**config.mk**
```make
export PLATFORM = sky130hd
export DESIGN_NAME = ecpeta_error_monitor
export DESIGN_NICKNAME = d
export VERILOG_FILES = /design/src/rtl/ecpeta_error_monitor.sv
export SDC_FILE = /design/constraint.sdc
export NUM_CORES = 1
export LEC_CHECK = 0
export BUFFER_PORTS_ARGS = -buffer_cell sky130_fd_sc_hd__buf_4
export CAP_MARGIN = 15
export CORE_MARGIN = 2
export CORE_UTILIZATION = 40
export CTS_CLUSTER_SIZE = 28
export DETAILED_ROUTE_END_ITERATION = 6
export SETUP_SLACK_MARGIN = 0.1
export SYNTH_ARGS = -nofsm -noshare
export SYNTH_HDL_FRONTEND = slang
export SYNTH_SLANG_ARGS = --single-unit
```
**constraint.sdc**
```tcl
create_clock -name clk -period 6.8 [get_ports clk]
set_clock_uncertainty 0.15 [all_clocks]
set_input_delay 1.02 -clock clk [delete_from_list [all_inputs] [get_ports clk]]
set_output_delay 1.02 -clock clk [all_outputs]
set_load 0.01 [all_outputs]
```
**src/rtl/ecpeta_error_monitor.sv**
```systemverilog
// Streaming error monitor for approximate adders: recomputes the exact sum,
// reports per-sample error distance and keeps saturating MED/ER statistics.
module ecpeta_error_monitor #(
  parameter int N     = 16,
  parameter int K     = 8,
  parameter int CNT_W = 32,
  parameter int ACC_W = 48
) (
  input  logic             clk,
  input  logic             rst_n,
  input  logic             in_valid,
  output logic             in_ready,
  input  logic [N-1:0]     a,
  input  logic [N-1:0]     b,
  input  logic [N-1:0]     approx_sum,
  input  logic             clear,
  output logic             res_valid,
  output logic [N-1:0]     res_ed,
  output logic             res_err,
  output logic [CNT_W-1:0] sample_cnt,
  output logic [CNT_W-1:0] err_cnt,
  output logic [ACC_W-1:0] ed_sum,
  output logic [N-1:0]     ed_max,
  output logic             frozen,
  output logic [7:0]       cfg_k
);

  typedef enum logic {RUN = 1'b0, FROZEN = 1'b1} state_t;

  localparam int SUM_W = ((ACC_W > N) ? ACC_W : N) + 1;
  localparam logic [CNT_W-1:0] CNT_MAX = {CNT_W{1'b1}};
  localparam logic [CNT_W-1:0] CNT_PEN = {{(CNT_W-1){1'b1}}, 1'b0};
  localparam logic [SUM_W-1:0] ACC_SAT = {{(SUM_W-ACC_W){1'b0}}, {ACC_W{1'b1}}};

  state_t state, state_nxt;

  logic         accept;
  logic         update;
  logic         s1_valid;
  logic [N-1:0] s1_sum;
  logic [N-1:0] s1_approx;
  logic [N-1:0] ed;
  logic [SUM_W-1:0] sum_wide;
  logic [ACC_W-1:0] ed_sum_nxt;

  // Handshake: a beat transfers on a rising edge where in_valid && in_ready;
  // in_ready is combinational and never depends on in_valid. Results have no
  // backpressure: res_valid is a single-cycle pulse per surviving beat.
  assign in_ready = (state == RUN) && !clear;
  assign accept   = in_valid && in_ready;
  assign update   = s1_valid && !clear;
  assign frozen   = (state == FROZEN);
  assign cfg_k    = 8'(K);

  // S1: the exact sum wraps at N bits since the monitored adder has no carry-out.
  always_ff @(posedge clk or negedge rst_n) begin
    if (!rst_n) begin
      s1_valid  <= 1'b0;
      s1_sum    <= '0;
      s1_approx <= '0;
    end else if (clear) begin
      s1_valid  <= 1'b0;
    end else begin
      s1_valid <= accept;
      if (accept) begin
        s1_sum    <= a + b;
        s1_approx <= approx_sum;
      end
    end
  end

  always_comb begin
    ed         = (s1_sum >= s1_approx) ? (s1_sum - s1_approx) : (s1_approx - s1_sum);
    sum_wide   = SUM_W'(ed_sum) + SUM_W'(ed);
    ed_sum_nxt = (sum_wide > ACC_SAT) ? {ACC_W{1'b1}} : sum_wide[ACC_W-1:0];
  end

  always_ff @(posedge clk or negedge rst_n) begin
    if (!rst_n) begin
      state <= RUN;
    end else begin
      state <= state_nxt;
    end
  end

  always_comb begin
    state_nxt = state;
    if (clear) begin
      state_nxt = RUN;
    end else if (state == RUN && update && sample_cnt == CNT_PEN) begin
      state_nxt = FROZEN;
    end
  end

  // S2: results and statistics land together, so stats match the res_valid cycle.
  always_ff @(posedge clk or negedge rst_n) begin
    if (!rst_n) begin
      res_valid  <= 1'b0;
      res_ed     <= '0;
      res_err    <= 1'b0;
      sample_cnt <= '0;
      err_cnt    <= '0;
      ed_sum     <= '0;
      ed_max     <= '0;
    end else if (clear) begin
      res_valid  <= 1'b0;
      sample_cnt <= '0;
      err_cnt    <= '0;
      ed_sum     <= '0;
      ed_max     <= '0;
    end else begin
      res_valid <= s1_valid;
      if (s1_valid) begin
        res_ed  <= ed;
        res_err <= (ed != '0);
        if (sample_cnt != CNT_MAX) begin
          sample_cnt <= sample_cnt + CNT_W'(1);
        end
        // Beats drained after freezing must not wrap the error count either.
        if (ed != '0 && err_cnt != CNT_MAX) begin
          err_cnt <= err_cnt + CNT_W'(1);
        end
        ed_sum <= ed_sum_nxt;
        if (ed > ed_max) begin
          ed_max <= ed;
        end
      end
    end
  end

endmodule

```
# Word level (Yosys, flattened, before mapping)
# Index checks and enable logic that the tools add are counted.
dict set report word_totals {
  register_bits 180
  output_inout_bits 156
}
dict set report op_classes {
  add_sub_neg 6
  order_cmp 3
  n_eq_ne 3
  bitwise_logic 2
  muxes 17
  n_reduce_logical 18
}
# operator n
set ops {}
lappend ops {{32-bit 2-to-1 mux} 6}
lappend ops {{48-bit 2-to-1 mux} 3}
lappend ops {{32-bit by 1-bit adder with 32-bit output, second input constant} 2}
lappend ops {{16-bit 2-to-1 mux} 4}
lappend ops {{32-bit != test, second input constant} 2}
lappend ops {{48-bit by 16-bit adder with 49-bit output} 1}
lappend ops {{49-bit by 48-bit greater-than comparator with 1-bit output, second input constant} 1}
lappend ops {{32-bit equality test, second input constant} 1}
lappend ops {{16-bit subtractor} 2}
lappend ops {{16-bit adder} 1}
lappend ops {{16-bit >= comparator} 1}
lappend ops {{16-bit greater-than comparator} 1}
lappend ops {{16-bit nonzero test} 1}
lappend ops {{2-bit AND reduction} 5}
lappend ops {{2-bit nonzero test} 5}
lappend ops {{1-bit logical AND} 6}
lappend ops {{1-bit 2-to-1 mux} 4}
lappend ops {{1-bit NOT} 2}
lappend ops {{1-bit zero test} 1}

# Logic depth before layout (Yosys ltp)
# Gate-level depths: netlist of the first run.
dict set report depth {
  depth_word 7
  depth_mapped 26
}

# Worst setup path before layout of the first run
# No wires, ideal clock.
dict set report synth_path {
  path_kind {reg-to-reg}
  start {register s1_sum[9]}
  end {register ed_sum[42]}
  n_path_buf 4
  period_less_slack_ns 5.333
  setup_slack_ns 1.467
  t_arrival_ns 5.047
  required_ns 6.514
  path_stages_with_launch 25
  cell_sequence {dfrtp_1 -> inv_1 -> ha_1 -> buf_2 -> nand4_1 -> or4_1 -> o221a_1 -> o21ai_4 -> buf_6 -> mux2i_1 -> inv_1 -> fa_1 -> a21o_1 -> a21oi_1 -> o211ai_1 -> a21oi_1 -> a31oi_1 -> a221o_1 -> and2_1 -> clkbuf_1 -> nand2_1 -> clkbuf_1 -> o21ai_0 -> a21oi_1 -> nor3_1}
}
dict set report synth_between {
  elab_chain_cells 7
}
# element line
set synth_lines {}
lappend synth_lines {{start, declared} 40} ;# logic [N-1:0] s1_sum;
lappend synth_lines {{start signal, assigned} 66} ;# s1_sum <= a + b;
lappend synth_lines {{16-bit >= comparator *} 73} ;# ed = (s1_sum >= s1_approx) ? (s1_sum - s1_approx) : (s1_approx - s1_sum);
lappend synth_lines {{16-bit 2-to-1 mux *} 73}
lappend synth_lines {{net ed[1]} 42} ;# logic [N-1:0] ed;
lappend synth_lines {{48-bit by 16-bit adder with 49-bit output *} 74} ;# sum_wide = SUM_W'(ed_sum) + SUM_W'(ed);
lappend synth_lines {{49-bit by 48-bit greater-than comparator with 1-bit output} 75} ;# ed_sum_nxt = (sum_wide > ACC_SAT) ? {ACC_W{1'b1}} : sum_wide[ACC_W-1:0];
lappend synth_lines {{48-bit 2-to-1 mux *} 75}
lappend synth_lines {{48-bit 2-to-1 mux *} 113} ;# if (s1_valid) begin
lappend synth_lines {{48-bit 2-to-1 mux *} 105} ;# end else if (clear) begin
lappend synth_lines {{end signal, assigned} 123} ;# ed_sum <= ed_sum_nxt;
lappend synth_lines {{end, declared} 22} ;# output logic [ACC_W-1:0] ed_sum,
# The timed path passes the listed nets; every way through them passes the cells marked *. The select of a mux whose other input is x is not followed.
# A chain may end at the register's enable or synchronous reset.

# Worst setup path after layout of the first run
dict set report layout_path {
  start {register s1_sum[8]}
  end {register ed_sum[7]}
}
# Same word-level chain as after synthesis.

==> flow_metrics.env, run 1 <==
export IMPL_fill_cells=2771
export IMPL_final_hold_viol_count=0
export IMPL_grt_max_degree=86
export IMPL_p_leak_nw=6.64
export IMPL_finalWirelength_um=31100
export IMPL_initial_core_util_pct=40.5
export IMPL_p_total_mw=4.44
export IMPL_run_status="completed"
export IMPL_netlist_area_um2=11600
export IMPL_ys_types=64
export IMPL_htreeDepth=4
export IMPL_crit_arrival_ns=6.15
export IMPL_dpl_cell_area_um2=13300
export IMPL_worst_r2r_cell_count=19
export IMPL_drv_cap=0
export IMPL_areaGrowthSynthToFinish_pct=20.4
export IMPL_yosys_top_cells_area="dfrtp_1 (39%), ha_1 (8.9%), a21oi_1 (3.9%)"
export IMPL_whs_ns=0.330
export IMPL_cts_buffers=17
export IMPL_clk_root_buffer_cell="clkbuf_16"
export IMPL_cp_max_fo=21
export IMPL_hold_depth=2
export IMPL_via_count=10100
export IMPL_min_period_over_period_pct=87.9
export IMPL_place_hpwl_um=22900
export IMPL_synth_flop_cell="dfrtp_1"
export IMPL_cts_tree="built"
export IMPL_boundaryPins=208
export IMPL_fp_dieW_um=174
export IMPL_cts_buffer_depth=2
export IMPL_slew_headroom_pct=32.8
export IMPL_fin_crit_ns=5.98
export IMPL_start_kind="register"
export IMPL_pre_cts_slack_ns=0.632
export IMPL_tightest_slew_ns=1.01
export IMPL_drt_pre_antenna_iters=6
export IMPL_power_density_nw_per_um2=319
export IMPL_clkSlewWorstSetupHoldPaths_ns=0.07
export IMPL_peakVddDrop_mv=0.192
export IMPL_fin_setup_tns_ns=0
export IMPL_drtAntennaViolNets=0
export IMPL_grt_ovfl_total=0
export IMPL_drc_errors=0
export IMPL_nets=1612
export IMPL_core_um2=28500
export IMPL_cts_resized=0
export IMPL_synth_top_area_share_pct=39.0
export IMPL_synth_edf_count=0
export IMPL_wire_per_inst_um=16.6
export IMPL_portBuffers=199
export IMPL_fin_area_um2=13900
export IMPL_cp_data_required_time_ns=6.97
export IMPL_hold_path_class="reg2reg"
export IMPL_die_height_um=174
export IMPL_synth_area_leader_cell="dfrtp_1"
export IMPL_drive_gt1_share_pct=17.8
export IMPL_crit_path_end_kind="register"
export IMPL_synthCells=1311
export IMPL_fp_row_count=62
export IMPL_setup_viol=0
export IMPL_async_flop_share_pct=100
export IMPL_setup_slack_ns=0.821
export IMPL_grt_pass1_vias=9623
export IMPL_n_antenna_cell=0
export IMPL_drtIter0Drc=723
export IMPL_fmaxAchievable_ghz=0.167
export IMPL_ctsHoldBuffers=0
export IMPL_antenna_found_initial=0
export IMPL_synth_seq_area_share_pct=39.0
export IMPL_dieArea_um2=30300
export IMPL_clk_latency_ns=0.43
export IMPL_slew_viol_final=0
export IMPL_synth_avg_cell_area_um2=8.82
export IMPL_crit_type="reg2reg"
export IMPL_clock_sinks=180
export IMPL_via_per_inst=5.42
export IMPL_ys_warn_count=0
export IMPL_grt_pass1_wl_um=50300
export IMPL_globalplace_congestion=0.882
export IMPL_post_cts_buffers=0
export IMPL_grt_use_total_pct=20.4
export IMPL_ys_ff_latch=180
export IMPL_rsz0062_at_grt="false"
==> cell usage after synthesis, types with 4 or more instances <==
cell	n
or2_2	10
or4_1	25
and2_1	13
a21oi_1	91
o31ai_1	29
ha_1	82
nor3_1	22
o21ai_1	8
a311oi_1	16
nor2_1	113
and3_1	37
a21o_1	17
nand3_1	46
nand2_1	120
and4_1	5
o21bai_1	4
a211oi_1	26
buf_6	5
xor2_1	36
mux2_1	5
mux2_2	4
mux2i_1	30
o211ai_1	4
xnor2_1	27
inv_1	89
fa_1	4
o21a_1	13
nor2b_1	11
buf_2	6
or3_1	10
dfrtp_1	180
clkbuf_1	49
nand2b_1	8
a31oi_1	11
o21ai_0	71
buf_4	10
nand4_1	33
==> metrics by stage <==
stage / util, % / instances
final: 48.8 / 1870
after global routing: 48.8 / 1870
after CTS: 48.7 / 1870
after detailed placement: 46.6 / 1839
after global placement: 46.6 / 1839
after floorplan: - / 1317
==> flip-flops by register name (all words and copies together), names as in the netlist, 16 cells and up <==
register	cells
s1_approx	16
sample_cnt	32
s1_sum	16
ed_max	16
res_ed	16
ed_sum	48
err_cnt	32
==> report_power, final <==
part,internal (mW),total [mW],switching [mW],leakage [nW]
clock,0.553,1.02,0.472,0.279
sequential,1.20,1.32,0.118,2.41
combinational,0.870,2.10,1.23,3.95
==> layout make-up <==
class	instances	area (um^2)	share of cell area [%]
clock inverter	14	173	1.24
clock buffer	17	425	3.06
timing repair buffer	210	1590	11.4
inverter	89	334	2.40
tap	384	480	3.45
sequential	180	4510	32.4
multi-input combinational	976	6410	46.0
==> worst paths after layout <==
check	start	endpoint	slack, ns
worst max-delay path	s1_sum[8]	ed_sum[7]	0.82
worst min-delay path	res_ed[1]	res_ed[1]	0.33
worst min register to register	res_ed[1]	res_ed[1]	0.33
min in group asynchronous	rst_n	ed_sum[18]	0.41
worst max register to register	s1_sum[8]	ed_sum[7]	0.82
max in group asynchronous	rst_n	s1_valid	4.74
==> cell families after synthesis <==
| family | count (synthesis) | share of synthesized area, % |
|---|---|---|
| compound gates | 312 | 17.0 |
| fa+ha+maj | 86 | 9.57 |
| buf+inv | 161 | 5.94 |
| xor+xnor | 64 | 4.91 |
| other cells | 2 | 0.0649 |
| simple gates | 467 | 20.1 |
| flops | 180 | 39.0 |
| mux | 39 | 3.47 |
==> layer usage <==
metal | wire, um | GRT usage (%)
met5 | 0 | 0
met4 | 762 | 6.79
met3 | 1460 | 2.69
met1 | 14100 | 27.4
met2 | 14800 | 34.0
==> cell usage in the layout (no fill, tap or decap), types with 6 or more instances in the layout <==
cell / instances
buf_4: 208
dfrtp_1: 179
nand2_1: 119
nor2_1: 113
a21oi_1: 91
inv_1: 89
ha_1: 82
o21ai_0: 71
nand3_1: 46
and3_1: 37
xor2_1: 36
nand4_1: 33
mux2i_1: 30
o31ai_1: 29
xnor2_1: 27
a211oi_1: 26
or4_1: 25
nor3_1: 22
a21o_1: 17
clkbuf_16: 17
a311oi_1: 16
o21a_1: 13
and2_1: 13
a31oi_1: 11
nor2b_1: 11
or2_2: 10
or3_1: 10
nand2b_1: 8
conb_1: 8
o21ai_1: 6
==> worst max-delay path: stages, from the launching register on <==
cell      delay [ns]
dfrtp_1         0.36
inv_1           0.06
ha_1            0.46
nand4_1         0.18
or4_1           0.55
o221a_1         0.29
o21ai_4         0.26
mux2i_1         0.28
xor2_1          0.28
inv_1           0.13
ha_1            0.41
nand2_1         0.10
nor4b_1         0.28
a21oi_1         0.14
a31oi_1         0.34
a221o_1         0.33
and2_1          0.33
nand2_2         0.32
buf_4           0.31
a311oi_1        0.30
Note: power is estimated with default switching activity, not from simulation.
==> run 2, diff against run 1 <==
- PLACE_DENSITY: default -> 0.65
==> flow_metrics.env, run 2 (synthesis gave the netlist of run 1 again) <==
export IMPL_tightest_slew_ns=1.02
export IMPL_nets=1611
export IMPL_start_kind="register"
export IMPL_layout_common_cells="buf_4 (208), dfrtp_1 (179), nand2_1 (119), nor2_1 (113), a21oi_1 (91)"
export IMPL_globalplace_congestion=0.863
export IMPL_clk_root_buffer_cell="clkbuf_16"
export IMPL_grt_use_met3_pct=3.65
export IMPL_via_per_inst=5.37
export IMPL_final_hold_viol_count=0
export IMPL_grt_use_total_pct=20.1
export IMPL_crit_path_end_kind="register"
export IMPL_fill_cells=2775
export IMPL_internal_power_mw=2.58
export IMPL_clkSlewWorstSetupHoldPaths_ns=0.07
export IMPL_grt_pass1_vias=9513
export IMPL_crit_arrival_ns=6.08
export IMPL_fin_crit_ns=5.96
export IMPL_cts_buffer_depth=2
export IMPL_grt_pass1_wl_um=49600
export IMPL_drv_cap=0
export IMPL_cts_tree="built"
export IMPL_antenna_found_initial=0
export IMPL_netSwitchingPower_mw=1.81
export IMPL_fp_dieW_um=174
export IMPL_run_status="completed"
export IMPL_fmaxAchievable_ghz=0.168
export IMPL_grt_ovfl_total=0
export IMPL_drt_pre_antenna_iters=5
export IMPL_drtAntennaViolNets=0
export IMPL_cp_slowest_cell="or4_1"
export IMPL_hp_start="res_ed[12]"
export IMPL_crit_start="s1_sum[8]"
export IMPL_fp_row_count=62
export IMPL_timing_rr_start="s1_sum[8]"
export IMPL_boundaryPins=208
export IMPL_min_period_over_period_pct=87.7
export IMPL_largest_reg_flops=48
export IMPL_final_common_cell="buf_4"
export IMPL_n_antenna_cell=0
export IMPL_clk_latency_ns=0.44
export IMPL_comb_power_share_pct=47.4
export IMPL_grt_max_degree=80
export IMPL_use_met2_pct=32.4
export IMPL_finalWirelength_um=30400
export IMPL_clock_sinks=180
export IMPL_areaGrowthSynthToFinish_pct=20.1
export IMPL_p_leak_nw=6.64
export IMPL_critPathMaxStageDelay_ns=0.54
export IMPL_slew_headroom_pct=31.7
export IMPL_drc_errors=0
export IMPL_slew_viol_final=0
export IMPL_power_density_nw_per_um2=317
export IMPL_top_register="ed_sum"
export IMPL_p_total_mw=4.40
export IMPL_die_height_um=174
export IMPL_wire_per_inst_um=16.3
export IMPL_drive_gt1_share_pct=17.8
export IMPL_portBuffers=199
export IMPL_cts_buffers=17
export IMPL_busiest_layer="met2"
export IMPL_rsz0062_at_grt="false"
export IMPL_cp_cell_sequence="inv_1 -> ha_1 -> nand4_1 -> or4_1 -> o221a_1 -> o21ai_4 -> mux2i_1 -> xor2_1 -> inv_1 -> ha_1 -> a21o_1 -> a21oi_1 -> o211ai_1 -> a21oi_1 -> a31oi_1 -> a221o_1 -> and2_1 -> nand2_2 -> buf_4 -> a311oi_1"
export IMPL_cp_data_required_time_ns=6.92
export IMPL_via_count=10000
export IMPL_initial_core_util_pct=40.5
export IMPL_switching_share_pct=41.2
export IMPL_setup_viol=0
export IMPL_core_um2=28500
export IMPL_dieArea_um2=30300
export IMPL_place_hpwl_um=22300
export IMPL_fin_setup_tns_ns=0
export IMPL_hold_path_class="reg2reg"
export IMPL_use_met1_pct=27.4
export IMPL_crit_type="reg2reg"
export IMPL_pwr_share_seq_pct=30.0
export IMPL_htreeDepth=4
export IMPL_cp_max_fo=21
export IMPL_reg_largest_list="ed_sum (48), err_cnt (32), sample_cnt (32)"
export IMPL_p_clk_share_pct=22.7
export IMPL_drtIter0Drc=771
export IMPL_peakVddDrop_mv=0.204
export IMPL_post_cts_buffers=0
==> run 2: cell types whose count changed in the layout (fill, tap and decap cells not counted), sizes merged <==
cell | previous run | this run
inv | 94 | 97
buf | 210 | 209
clkinvlp | 4 | 0
bufinv | 2 | 1
clkinv | 3 | 6
==> run 2: area by class of cell <==
cell class,instances,area (um^2),area share (%)
clock buffers,17,425,3.06
clock inverters,15,164,1.18
inverters,89,334,2.41
multi-input cells,976,6410,46.1
flip-flops and latches,180,4510,32.4
well taps,384,480,3.46
repair buffers,209,1570,11.3
==> run 2: final timing paths <==
| check | to | slack [ns] | cells after the start |
|---|---|---|---|
| max reg2reg | ed_sum[3] | 0.84 | 20 |
| min in group asynchronous | ed_sum[19] | 0.42 | 1 |
| min | res_ed[12] | 0.33 | 2 |
| max in group asynchronous | sample_cnt[8] | 4.62 | 2 |
| min reg2reg | res_ed[12] | 0.33 | 2 |
| max | ed_sum[3] | 0.84 | 20 |
==> run 2: per-layer routing <==
layer / wire (um) / share of wire, %
met1: 14200 / 46
met2: 14200 / 47
met3: 1500 / 4.9
met4: 618 / 2.0
met5: 0 / 0
==> run 2: worst max-delay path: cells and delay by family (launching register included) <==
kind,cells,cell delay (ns)
AND/OR/NAND/NOR,4,1.34
flip-flops,1,0.35
adder cells (fa/ha/maj),2,0.82
XOR/XNOR,1,0.32
buffers and inverters,3,0.48
multiplexers,1,0.29
AO/OA/AOI/OAI,9,2.04
==> run 2: repair_timing <==
item / CTS / global route
gates resized for setup: 0 / 1
hold buffers: 0 / 0
endpoints found under the setup margin: 0 / 10
==> run 2: power by group through the flow <==
stage | registers (mW) | logic (mW) | clock network, mW
after CTS | 1.32 | 2.09 | 1.02
after detailed placement | 1.34 | 2.07 | 0
final | 1.32 | 2.08 | 0.996
after global placement | 1.34 | 2.05 | 0
after floorplan | 1.35 | 1.39 | 0
after global routing | 1.34 | 2.33 | 1.07
==> run 2: stage by stage <==
step                      instance area (um^2)  std cells  util (%)  worst slack, ns  hold WS, ns
after global placement                   13300       1838      46.6            0.810        0.316
after global routing                     13900       1870      48.7            0.265        0.352
final                                    13900       1870      48.7            0.839        0.334
after floorplan                          11600       1317         -             1.47        0.327
after CTS                                13900       1870      48.6            0.657        0.341
after detailed placement                 13300       1838      46.6            0.687        0.325
